File: src/rtl/axis_stream_distributor.sv
// -----------------------------------------------------------------------------
// axis_stream_distributor
//
// Purpose:
//   One-to-two AXI-Stream packet distributor. Whole packets from a single
//   upstream stream are steered to downstream port 1 or port 2, either by the
//   tdest bit of the first beat (RR_MODE = 0) or by per-packet round-robin
//   alternation (RR_MODE = 1). The route is locked from the first beat of a
//   packet until its tlast beat. A two-entry buffer (main + skid) gives
//   1 beat/cycle throughput while s_axis_tready comes straight from a flop.
//
// Ports:
//   axis_clk, resetn           clock (rising edge), asynchronous active-low reset
//   s_axis_tvalid/tready/tdata/tlast/tdest   upstream slave interface
//   m_axis_tvalid1/tready1/tdata1/tlast1     downstream port 1 (route tag 0)
//   m_axis_tvalid2/tready2/tdata2/tlast2     downstream port 2 (route tag 1)
// -----------------------------------------------------------------------------
module axis_stream_distributor #(
    parameter int DATA_WIDTH = 8,
    parameter int RR_MODE    = 0
) (
    input  logic                  axis_clk,
    input  logic                  resetn,

    input  logic                  s_axis_tvalid,
    output logic                  s_axis_tready,
    input  logic [DATA_WIDTH-1:0] s_axis_tdata,
    input  logic                  s_axis_tlast,
    input  logic                  s_axis_tdest,

    output logic                  m_axis_tvalid1,
    input  logic                  m_axis_tready1,
    output logic [DATA_WIDTH-1:0] m_axis_tdata1,
    output logic                  m_axis_tlast1,

    output logic                  m_axis_tvalid2,
    input  logic                  m_axis_tready2,
    output logic [DATA_WIDTH-1:0] m_axis_tdata2,
    output logic                  m_axis_tlast2
);

    typedef enum logic {
        S_HEAD = 1'b0,
        S_BODY = 1'b1
    } state_t;

    state_t                r_state;
    logic                  r_route_q;
    logic                  r_rr_ptr;
    logic                  r_s_ready;

    // Main entry: the only one presented downstream. Tag 0 = port 1, 1 = port 2.
    logic                  r_main_valid;
    logic [DATA_WIDTH-1:0] r_main_data;
    logic                  r_main_last;
    logic                  r_main_tag;

    // Skid entry: catches the beat accepted while main is held.
    logic                  r_skid_valid;
    logic [DATA_WIDTH-1:0] r_skid_data;
    logic                  r_skid_last;
    logic                  r_skid_tag;

    logic                  w_accept;
    logic                  w_route;
    logic                  w_drain;
    logic                  w_skid_valid_next;

    assign w_accept = s_axis_tvalid & r_s_ready;

    // First beat picks the route; body beats reuse the latched one.
    assign w_route = (r_state == S_HEAD) ? ((RR_MODE != 0) ? r_rr_ptr : s_axis_tdest)
                                         : r_route_q;

    assign w_drain = r_main_valid & (r_main_tag ? m_axis_tready2 : m_axis_tready1);

    // When main drains the skid always empties: either it moves into main, or
    // it was already empty (an accept can only happen with the skid empty, and
    // then the new beat goes straight into main).
    assign w_skid_valid_next = ~w_drain & (r_skid_valid | (w_accept & r_main_valid));

    always_ff @(posedge axis_clk or negedge resetn) begin
        if (!resetn) begin
            r_state      <= S_HEAD;
            r_route_q    <= 1'b0;
            r_rr_ptr     <= 1'b0;
            r_s_ready    <= 1'b0;
            r_main_valid <= 1'b0;
            r_main_data  <= '0;
            r_main_last  <= 1'b0;
            r_main_tag   <= 1'b0;
            r_skid_valid <= 1'b0;
            r_skid_data  <= '0;
            r_skid_last  <= 1'b0;
            r_skid_tag   <= 1'b0;
        end else begin
            // Route FSM and round-robin pointer
            if (w_accept) begin
                if (r_state == S_HEAD) begin
                    r_route_q <= w_route;
                    r_state   <= s_axis_tlast ? S_HEAD : S_BODY;
                end else if (s_axis_tlast) begin
                    r_state <= S_HEAD;
                end
                if (s_axis_tlast) begin
                    r_rr_ptr <= ~r_rr_ptr;
                end
            end

            // Main entry
            if (w_drain) begin
                if (r_skid_valid) begin
                    r_main_data <= r_skid_data;
                    r_main_last <= r_skid_last;
                    r_main_tag  <= r_skid_tag;
                end else if (w_accept) begin
                    r_main_data <= s_axis_tdata;
                    r_main_last <= s_axis_tlast;
                    r_main_tag  <= w_route;
                end else begin
                    r_main_valid <= 1'b0;
                end
            end else if (w_accept && !r_main_valid) begin
                r_main_valid <= 1'b1;
                r_main_data  <= s_axis_tdata;
                r_main_last  <= s_axis_tlast;
                r_main_tag   <= w_route;
            end

            // Skid entry
            if (!w_drain && w_accept && r_main_valid) begin
                r_skid_data <= s_axis_tdata;
                r_skid_last <= s_axis_tlast;
                r_skid_tag  <= w_route;
            end
            r_skid_valid <= w_skid_valid_next;

            // Ready looks at the next skid state so a full skid is never overrun.
            r_s_ready <= ~w_skid_valid_next;
        end
    end

    assign s_axis_tready  = r_s_ready;

    assign m_axis_tvalid1 = r_main_valid & ~r_main_tag;
    assign m_axis_tdata1  = m_axis_tvalid1 ? r_main_data : '0;
    assign m_axis_tlast1  = m_axis_tvalid1 & r_main_last;

    assign m_axis_tvalid2 = r_main_valid & r_main_tag;
    assign m_axis_tdata2  = m_axis_tvalid2 ? r_main_data : '0;
    assign m_axis_tlast2  = m_axis_tvalid2 & r_main_last;

endmodule
File: config.mk
export PLATFORM = sky130hd
export DESIGN_NAME = axis_stream_distributor
export DESIGN_NICKNAME = d
export VERILOG_FILES = /design/src/rtl/axis_stream_distributor.sv
export SDC_FILE = /design/constraint.sdc
export NUM_CORES = 1
export LEC_CHECK = 0
export BUFFER_PORTS_ARGS = -buffer_cell sky130_fd_sc_hd__clkbuf_2
export CORE_UTILIZATION = 50
export DETAILED_ROUTE_END_ITERATION = 10
export PLACE_DENSITY = 0.74
export SLEW_MARGIN = 30
export SYNTH_ARGS = -nofsm -noshare
export SYNTH_HDL_FRONTEND = slang
export SYNTH_SLANG_ARGS = --single-unit
File: constraint.sdc
create_clock -name axis_clk -period 2.26 [get_ports axis_clk]
set_clock_uncertainty 0.05 [all_clocks]
set_input_delay 0.452 -clock axis_clk [delete_from_list [all_inputs] [get_ports axis_clk]]
set_output_delay 0.452 -clock axis_clk [all_outputs]
set_load 0.005 [all_outputs]
==> results.json <==
{
  "status": "finished, final reports clean",
  "pre_cts_ws_ns": 0.4215,
  "slowest_delay_ns": 0.62,
  "cts_tree": "done",
  "fillers": 197,
  "dp.cells": 167,
  "whs_ns": 0.07301,
  "fin_ws_ns": 0.2287,
  "chipWidth_microns": 52,
  "ys.warnings.count": 0,
  "worstHoldPathType": "primary input to asynchronous set/reset pin",
  "p_leak_nw": 0.7185,
  "yosysSeqAreaShare_pct": 50.05,
  "max-vdd-ir-drop_mv": 0.7237,
  "postCtsHoldBufs": 0,
  "layout.nets": 159,
  "clk_latency_ns": 0.31,
  "cap_violations": 0,
  "crit_type": "flip-flop to primary output",
  "antenna_left": 0,
  "wl_met3_microns": 140,
  "overflow": 0,
  "gp_congestion": 0.7390,
  "cts_resized": 0,
  "maxSlewHeadroom_pct": 59.31,
  "crit_slowest_cell": "dfrtp_1",
  "async_flop_share_pct": 100.0,
  "wire_per_inst_microns": 12.88,
  "pwr-share-clk_pct": 9.7,
  "layout_common_cells": "clkbuf_2, dfrtp_1, mux2_2, mux2i_1, and2_1",
  "ys_top_cells_by_area": "dfrtp_1, mux2_2, mux2i_1",
  "min_period_over_period_pct": 89.88,
  "final_common_cell": "clkbuf_2",
  "worst_pin_slew_ns": 0.6103,
  "syn-num-nets": 124,
  "syn_area_sq_um": 1250,
  "switching_power_w": 0.0007345,
  "initial_core_util_pct": 54.92,
  "synth_cell_types": 24,
  "cts_buffers": 3,
  "die_area_sq_um": 2704,
  "syn_avg_cell_area_sq_um": 11.47,
  "io_pins": 36,
  "fin_crit_ns": 2.031,
  "synthFlopType": "dfrtp_1",
  "critical_path.cell_chain": "and2b_1 -> and2_1 -> clkbuf_2",
  "grt_pass1_wl_microns": 3953,
  "place_hpwl_microns": 1688,
  "hold_viol": 0,
  "p_per_area_nw_per_um2": 1346,
  "drv_slew": 0,
  "synth_seq_cells": 25,
  "clockBufferDepth": 2,
  "synth_edf_count": 0,
  "rsz0062_at_grt": "false",
  "rows": 17,
  "power_frac_seq_pct": 44.1,
  "max_freq_ghz": 0.4923,
  "final_cells": 171,
  "n_antenna_cell": 0,
  "critPathMaxFanout": 17,
  "clkSinkCount": 25,
  "worstSetupStartpointType": "flip-flop",
  "tns_ns": 0,
  "setup_violations": 0,
  "cp.required_ns": 1.76,
  "route.met2.wl_microns": 946,
  "crit_path_end_kind": "primary output",
  "grt_pass1_vias": 858,
  "switching_share_pct": 37.41,
  "syn_inst": 109,
  "p_int_w": 0.001229,
  "yosysTopAreaCellShare_pct": 50.05,
  "grt_max_degree": 26,
  "htree_num_levels": 1,
  "antenna_found_initial": 0,
  "dr.pass1.iters": 4,
  "cts-root-buf": "clkbuf_4",
  "coreArea_sq_um": 2276,
  "drive_above_1_share_pct": 39.16,
  "yosysTopAreaCell": "dfrtp_1",
  "drt_wl_total_microns": 2203,
  "die_h_microns": 52,
  "combPwrFrac_pct": 46.2,
  "cts_setup_buffers": 0,
  "clkTransAtPathRegs_ns": 0.12,
  "dr_total_vias": 897,
  "drc": 0,
  "port_buffers": 35,
  "wl_met1_microns": 1069,
  "area_growth_pct": 16.72,
  "fin_area_sq_um": 1459,
  "cp.arrival_ns": 1.53,
  "highest_layer": "met4",
  "vias_per_cell": 5.246,
  "drt_iter0_drc": 13,
  "grt_use_total_pct": 20.54,
  "dpl-instance-area_sq_um": 1433
}
cells in the mapped netlist (2+ instances only):
cell type and instances:
inv_1 2, clkbuf_1 3, and3_1 9, and2_1 10
nand2_1 5, a21oi_1 8, mux2_2 11, mux2i_1 11
nor2_1 9, dfrtp_1 25, o21ai_0 3
per-stage QoR:
step | power [W] | util, %
floorplan | 0.001501 | -
finish | 0.001963 | 64.10
CTS | 0.001989 | 64.10
detailed placement | 0.001798 | 62.95
global route | 0.002159 | 64.10
global placement | 0.001749 | 62.95
critical path: cells and delay by family, from the launching register on:
| family | cells | cell delay [ns] |
|---|---|---|
| DFF | 1 | 0.62 |
| and+or+nand+nor | 2 | 0.48 |
| buffers and inverters | 1 | 0.11 |
sequential cells by signal, indices dropped and copies added (netlist names):
| signal | count |
|---|---|
| r_main_tag | 1 |
| s_axis_tready | 1 |
| r_skid_tag | 1 |
| r_main_last | 1 |
| r_route_q | 1 |
| r_main_data | 8 |
| r_state | 1 |
| r_main_valid | 1 |
| r_skid_last | 1 |
| r_skid_valid | 1 |
| r_skid_data | 8 |
area by class of cell:
cell class                      count  area [sq um]  area share [%]
Timing Repair Buffer               36         182.7           12.52
Multi-Input combinational cell     76         581.8           39.88
Inverter                            2         7.507          0.5146
Tap cell                           28         35.03           2.401
Clock buffer                        4         26.28           1.801
Sequential cell                    25         625.6           42.88
kinds of logic after synthesis:
family                 count (synthesis)  share of synthesized area [%]
muxes                                 24                          21.72
buffers and inverters                  8                          3.403
AOI/OAI and AO/OA                     15                          7.908
DFF                                   25                          50.05
and+or+nand+nor                       37                          16.92
metal layers:
layer | global-route usage [%] | vias to the layer above
met5 | 0 | -
met4 | 11.71 | 0
met3 | 2.047 | 5
met2 | 30.98 | 34
met1 | 28.68 | 414
li1 | - | 444
power groups by stage:
stage | clock (W) | sequential, W | combinational [W]
5_1_grt | 0.000218 | 0.000911 | 0.00103
2_1_floorplan | 0 | 0.000783 | 0.000717
4_1_cts | 0.000203 | 0.000865 | 0.000921
3_5_place_dp | 0 | 0.000878 | 0.000921
3_3_place_gp | 0 | 0.000858 | 0.000891
6_report | 0.000191 | 0.000867 | 0.000906
final timing paths:
| check | startpoint | to | slack, ns | cells past startpoint |
|---|---|---|---|---|
| min in group axis_clk | s_axis_tlast | r_state$_DFFE_PN0P_ | 0.30 | 2 |
| setup reg to reg | r_main_valid$_DFFE_PN0P_ | r_main_tag$_DFFE_PN0P_ | 0.40 | 3 |
| max in group asynchronous | resetn | r_main_data[0]$_DFFE_PN0P_ | 1.69 | 1 |
| setup / recovery | r_main_valid$_DFFE_PN0P_ | m_axis_tlast1 | 0.23 | 3 |
| hold / removal | resetn | r_main_data[1]$_DFFE_PN0P_ | 0.07 | 1 |
| hold reg to reg | r_skid_tag$_DFFE_PN0P_ | r_skid_tag$_DFFE_PN0P_ | 0.45 | 2 |
Power figures use the tool's default switching activity.
